## config.mk

```make
export PLATFORM = sky130hd
export DESIGN_NAME = nac_weight_streamer
export DESIGN_NICKNAME = d
export VERILOG_FILES = /design/src/rtl/nac_weight_streamer.sv
export SDC_FILE = /design/constraint.sdc
export NUM_CORES = 1
export LEC_CHECK = 0
export ABC_AREA = 1
export BUFFER_PORTS_ARGS = -buffer_cell sky130_fd_sc_hd__clkbuf_2
export CORE_UTILIZATION = 40
export CTS_CLUSTER_DIAMETER = 50
export DETAILED_ROUTE_END_ITERATION = 6
export PLACE_DENSITY = 0.59
export SETUP_SLACK_MARGIN = 0.15
export SYNTH_ARGS = -nofsm -noshare
export SYNTH_HDL_FRONTEND = slang
export SYNTH_SLANG_ARGS = --single-unit
```

## constraint.sdc

```tcl
create_clock -name clk -period 4.29 [get_ports clk]
set_input_delay 1.0725 -clock clk [delete_from_list [all_inputs] [get_ports clk]]
set_output_delay 1.0725 -clock clk [all_outputs]
set_load 0.02 [all_outputs]
```

## src/rtl/nac_weight_streamer.sv

```systemverilog
// nac_weight_streamer: fetches weights from DDR in bursts into a FWFT FIFO
// and presents them on a valid/ready stream for the ALU operand-B path.
module nac_weight_streamer #(
  parameter int FIFO_DEPTH = 16,
  parameter int BURST_LEN  = 8,
  parameter int ADDR_W     = 32
) (
  input  logic              clk,
  input  logic              rst_n,
  input  logic              start,
  input  logic [ADDR_W-1:0] base_addr,
  input  logic [15:0]       num_words,
  input  logic              abort,
  output logic              busy,
  output logic              done,
  output logic              mem_req,
  output logic [ADDR_W-1:0] mem_addr,
  output logic [7:0]        mem_len,
  input  logic              mem_gnt,
  input  logic              mem_rvalid,
  input  logic [31:0]       mem_rdata,
  input  logic              mem_rlast,
  output logic [31:0]       stream_data,
  output logic              stream_valid,
  input  logic              stream_ready
);
  localparam int AW = $clog2(FIFO_DEPTH);
  localparam int CW = AW + 1;
  localparam logic [16:0] BL = 17'(BURST_LEN);
  localparam logic [16:0] DEPTH = 17'(FIFO_DEPTH);

  typedef enum logic [2:0] {
    S_IDLE, S_REQ, S_DATA, S_DRAIN, S_FLUSH, S_DONE
  } state_t;

  state_t            r_state;
  state_t            w_next;
  logic [ADDR_W-1:0] r_addr;
  logic [16:0]       r_rem;
  logic [16:0]       w_len;
  logic [16:0]       w_free;
  logic [CW-1:0]     r_cnt;
  logic [AW-1:0]     r_wr;
  logic [AW-1:0]     r_rd;
  logic [31:0]       r_mem [FIFO_DEPTH];
  logic              w_req;
  logic              w_gnt;
  logic              w_push;
  logic              w_pop;
  logic              w_flush;
  logic              w_last_beat;
  logic              w_drained;

  assign w_len = (r_rem > BL) ? BL : r_rem;
  assign w_free = DEPTH - 17'(r_cnt);
  // only ask for a burst that is guaranteed to fit
  assign w_req = (r_state == S_REQ) && (w_free >= w_len);
  assign w_gnt = w_req && mem_gnt;
  assign w_last_beat = mem_rvalid && mem_rlast;
  assign w_push = (r_state == S_DATA) && mem_rvalid;
  assign w_pop = (r_cnt != '0) && stream_ready;
  assign w_flush = abort && ((r_state == S_REQ) ||
                             (r_state == S_DATA) ||
                             (r_state == S_DRAIN));
  assign w_drained = (r_cnt == '0) ||
                     ((r_cnt == CW'(1)) && w_pop);

  always_ff @(posedge clk or negedge rst_n) begin
    if (!rst_n) r_state <= S_IDLE;
    else        r_state <= w_next;
  end

  always_comb begin
    w_next = r_state;
    unique case (r_state)
      S_IDLE:
        if (start)
          w_next = (num_words == '0) ? S_DONE : S_REQ;
      S_REQ:
        if (abort)      w_next = w_gnt ? S_FLUSH : S_DONE;
        else if (w_gnt) w_next = S_DATA;
      S_DATA:
        if (w_last_beat) begin
          if (abort)               w_next = S_DONE;
          else if (r_rem != '0)    w_next = S_REQ;
          else                     w_next = S_DRAIN;
        end else if (abort) begin
          w_next = S_FLUSH;
        end
      S_DRAIN:
        if (abort || w_drained) w_next = S_DONE;
      S_FLUSH:
        if (w_last_beat) w_next = S_DONE;
      S_DONE:
        w_next = S_IDLE;
      default:
        w_next = S_IDLE;
    endcase
  end

  always_comb begin
    busy    = 1'b0;
    done    = 1'b0;
    mem_req = 1'b0;
    mem_len = '0;
    unique case (r_state)
      S_REQ: begin
        busy    = 1'b1;
        mem_req = w_req;
        mem_len = w_len[7:0];
      end
      S_DATA, S_DRAIN, S_FLUSH: busy = 1'b1;
      S_DONE:                   done = 1'b1;
      default: ;
    endcase
  end

  assign mem_addr = r_addr;
  assign stream_valid = (r_cnt != '0);
  assign stream_data = stream_valid ? r_mem[r_rd] : '0;

  always_ff @(posedge clk or negedge rst_n) begin
    if (!rst_n) begin
      r_addr <= '0;
      r_rem  <= '0;
    end else if ((r_state == S_IDLE) && start) begin
      r_addr <= base_addr & ~ADDR_W'(3);
      r_rem  <= {1'b0, num_words};
    end else if (w_gnt) begin
      r_addr <= r_addr + ADDR_W'({w_len, 2'b00});
      r_rem  <= r_rem - w_len;
    end
  end

  always_ff @(posedge clk or negedge rst_n) begin
    if (!rst_n) begin
      r_cnt <= '0;
      r_wr  <= '0;
      r_rd  <= '0;
    end else if (w_flush) begin
      r_cnt <= '0;
      r_wr  <= '0;
      r_rd  <= '0;
    end else begin
      if (w_push) r_wr <= r_wr + AW'(1);
      if (w_pop)  r_rd <= r_rd + AW'(1);
      r_cnt <= r_cnt + CW'(w_push) - CW'(w_pop);
    end
  end

  always_ff @(posedge clk) begin
    if (w_push) r_mem[r_wr] <= mem_rdata;
  end

endmodule
```

==> impl_metrics.tcl <==
set metrics [dict create \
    status "completed" \
    cp_max_fo 5 \
    grt_start_max_net_pins 139 \
    yosys-top-cells-area "edfxtp_1, dfrtp_1, o21ai_0" \
    die-area_mm2 0.06504 \
    portBuffers 155 \
    cp_num_buf_inv 3 \
    die_w_um 255.0 \
    rsz0062_at_grt "yes" \
    synthCells 2280 \
    yosys_warnings 0 \
    min_path_type "primary input to asynchronous set/reset pin" \
    clkTransAtPathRegs_ps 60 \
    clock-sinks 575 \
    post-route-period-util_pct 91.92 \
    cts_tree "yes" \
    synthMuxAreaShare_pct 0 \
    overflow 0 \
    critPathTopFamily "simple AND/OR/NAND/NOR gates" \
    fin_util_pct 47.83 \
    synth_top_area_share_pct 60.04 \
    relSlewSlack_pct 36.01 \
    report.final.hold_viol_count 0 \
    fp-row-count 92 \
    slowest_stage "dfrtp_1" \
    final.setup.tns_ps 0 \
    numCtsBuffers 73 \
    ys_ff_latch 575 \
    p_leak_nw 10.96 \
    wirelength_um 67170 \
    dp_hpwl_um 38630 \
    drt-initial-drc-count 1600 \
    powerDensity_mw_per_mm2 680.4 \
    synth_top_family_by_area "simple AND/OR/NAND/NOR gates" \
    vias 18289 \
    setup_viol 0 \
    htreeDepth 3 \
    drt_pass1_iterations 5 \
    worst_setup_path_end_kind "primary output" \
    grt_pass1_vias 17476 \
    finalCriticalPeriod_ps 3943 \
    drive_gt1_share_pct 15.20 \
    cts_root_buffer "clkbuf_16" \
    ys_types 45 \
    yosys.area_share.simple_pct 13.93 \
    cp_cell_sequence "nor2_2 -> nand2_2 -> nor2_4 -> nand3_4 -> nor2_4 -> inv_1 -> ha_1 -> nand2_1 -> nand2_1 -> nand2_1 -> nand2_1 -> nand2_1 -> nand2_1 -> nand2_1 -> nand4_1 -> nand2_1 -> inv_1 -> clkbuf_2" \
    nets 2613 \
    drc 0 \
    wl_per_cell_um 19.91 \
    ctsHoldBuffers 0 \
    grt_first_pass_wirelength_um 102900 \
    worst_pin_slew_ps 958.8 \
    ys_seq_area_share_pct 66.19 \
    required_ps 3220 \
    syn-cell-area_mm2 0.02561 \
    avgViaCountPerCell 5.421 \
    cp_slowest_stage_delay_ps 420 \
    synth-xor-area-share_pct 0.6498 \
    syn_area_per_cell_um2 11.23 \
    maxCapViolations 0 \
    synth_fa_ha_area_share_pct 2.648 \
    dieHeight_um 255.0 \
    boundaryPins 164 \
    clockBufferDepth 3 \
    antenna_found_initial 1 \
    ir_drop_mv 0.6846 \
    clock_latency_ps 620 \
    fmax_ghz 0.2536 \
    ant_nets 0 \
    skew_ps 22.93 \
    crit_path_frequent_cell "nand2_1" \
    grt_usage_pct 20.74 \
    start_util_pct 40.52 \
    coreArea_mm2 0.06320 \
    crit_path_start_kind "flop" \
    yosysTopAreaCell "edfxtp_1" \
    slew_violations 0 \
    syn_to_final_growth_pct 18.03 \
    cp_data_arrival_time_ps 2870 \
    synth-compound-area-share_pct 12.42 \
    crit_type "flop to primary output" \
    gp_congestion 0.8674 \
]
[kinds of logic (layout without fill, tap and decap cells)]
kind of cell	count (synthesis)	count (layout)
flops	575	575
buf+inv	244	460
xor+xnor	19	19
compound gates	533	533
fa+ha+maj	53	53
simple gates	854	854
other cells	2	34
[layer usage]
| layer | part of all wire [%] | track usage, % | vias to the layer above |
|---|---|---|---|
| li1 | - | - | 8613 |
| met1 | 44 | 28.15 | 9001 |
| met2 | 49 | 34.55 | 567 |
| met3 | 5.7 | 2.949 | 106 |
| met4 | 1.8 | 6.091 | 2 |
| met5 | 0.016 | 0 | - |
[repair_timing]
item | 4_1_cts | 5_1_grt
buffers inserted | 2 | 9
setup endpoints to repair | 1 | 4
gates resized for setup | 4 | 11
pin swaps | 1 | 5
[path summary, 6_finish.rpt]
kind	start	end	slack, ps	cells after the start
max in group asynchronous	rst_n	r_rem[5]	2810	2
hold reg to reg	mem_addr[15]	mem_addr[15]	520	2
setup reg to reg	r_rem[10]	mem_addr[28]	940	20
setup / recovery	r_rem[10]	mem_req	350	18
hold / removal	rst_n	r_rd[3]	420	1
min in group clk	mem_addr[15]	mem_addr[15]	520	2
[cells in the mapped netlist]
cell type  instances
nand2_2            6
fa_1               2
nor3_2             2
ha_1              51
nor2_2             4
o21ai_2            2
nand2_1          311
o21ai_0          275
nand3b_1           2
nand4_1           24
a211oi_1           2
nand3_1          124
o221ai_1          82
xnor2_1            5
nand3_2            3
o22ai_1           47
inv_1            107
o211ai_1          46
buf_6              7
nor3_1            13
dfrtp_1           63
xor2_1            14
buf_1              2
clkinv_4           1
o21bai_1           2
nor4_1             5
nand2_4            2
nor3b_1            1
nand3_4            1
nor2_4             2
and2_1             1
buf_4              9
buf_2             39
nor2_1           351
clkbuf_1          73
edfxtp_1         512
inv_2              5
clkinv_1           1
a21o_1             2
o21ai_1            3
o41ai_1            1
conb_1             2
a21oi_1           67
or2_2              2
a31oi_1            4
[report_power, final]
part	switching (mW)	internal, mW
Combinational	5.26	2.48
Clock	2.43	3.59
Sequential	0.379	6.43
Total	8.07	12.5
[final cells by class]
cell class,instances,area [um2]
diodes,1,2.502
clock inverters,41,491.7
well taps,846,1059
inverters,114,441.7
flip-flops and latches,575,16970
fillers,5666,32970
repair buffers,216,1479
clock buffers,89,1908
multi-input cells,1492,7879
[sequential cells by signal, summed over array words and instances, names as in the netlist]
| name | cells |
|---|---|
| r_wr | 4 |
| r_mem | 512 |
| r_rem | 17 |
| mem_addr | 30 |
| r_cnt | 5 |
| r_rd | 4 |
| r_state | 3 |
[stage by stage]
stage | instance area (um2) | instances | hold slack (ps) | setup slack, ps | total power, mW
6_report | 30230 | 3374 | 416.9 | 346.7 | 20.57
5_1_grt | 30220 | 3373 | 432.6 | 107.5 | 21.85
4_1_cts | 30120 | 3364 | 401.5 | 197.6 | 20.60
3_5_place_dp | 27690 | 3232 | 513.3 | 607.1 | 14.53
3_3_place_gp | 27690 | 3232 | 500.6 | 589.9 | 14.36
2_1_floorplan | 25720 | 2311 | 492.6 | 878.8 | 12.08
[cells in the final DEF, fill, tap and decap left out, types with 7 or more instances in the layout]
cell / count
o221ai_1: 82
nand2_1: 310
o21ai_0: 275
inv_1: 105
clkbuf_2: 154
clkbuf_16: 74
dfrtp_1: 57
nor3_1: 13
xor2_1: 14
conb_1: 33
clkinv_2: 7
edfxtp_1: 512
o22ai_1: 47
ha_1: 50
a21oi_1: 66
buf_12: 18
nor2_1: 331
nand2_2: 7
buf_4: 42
o211ai_1: 46
nand4_1: 24
clkbuf_1: 15
nor2_4: 21
nand3_1: 124
clkinv_1: 9
(Power assumes the default switching activity.)
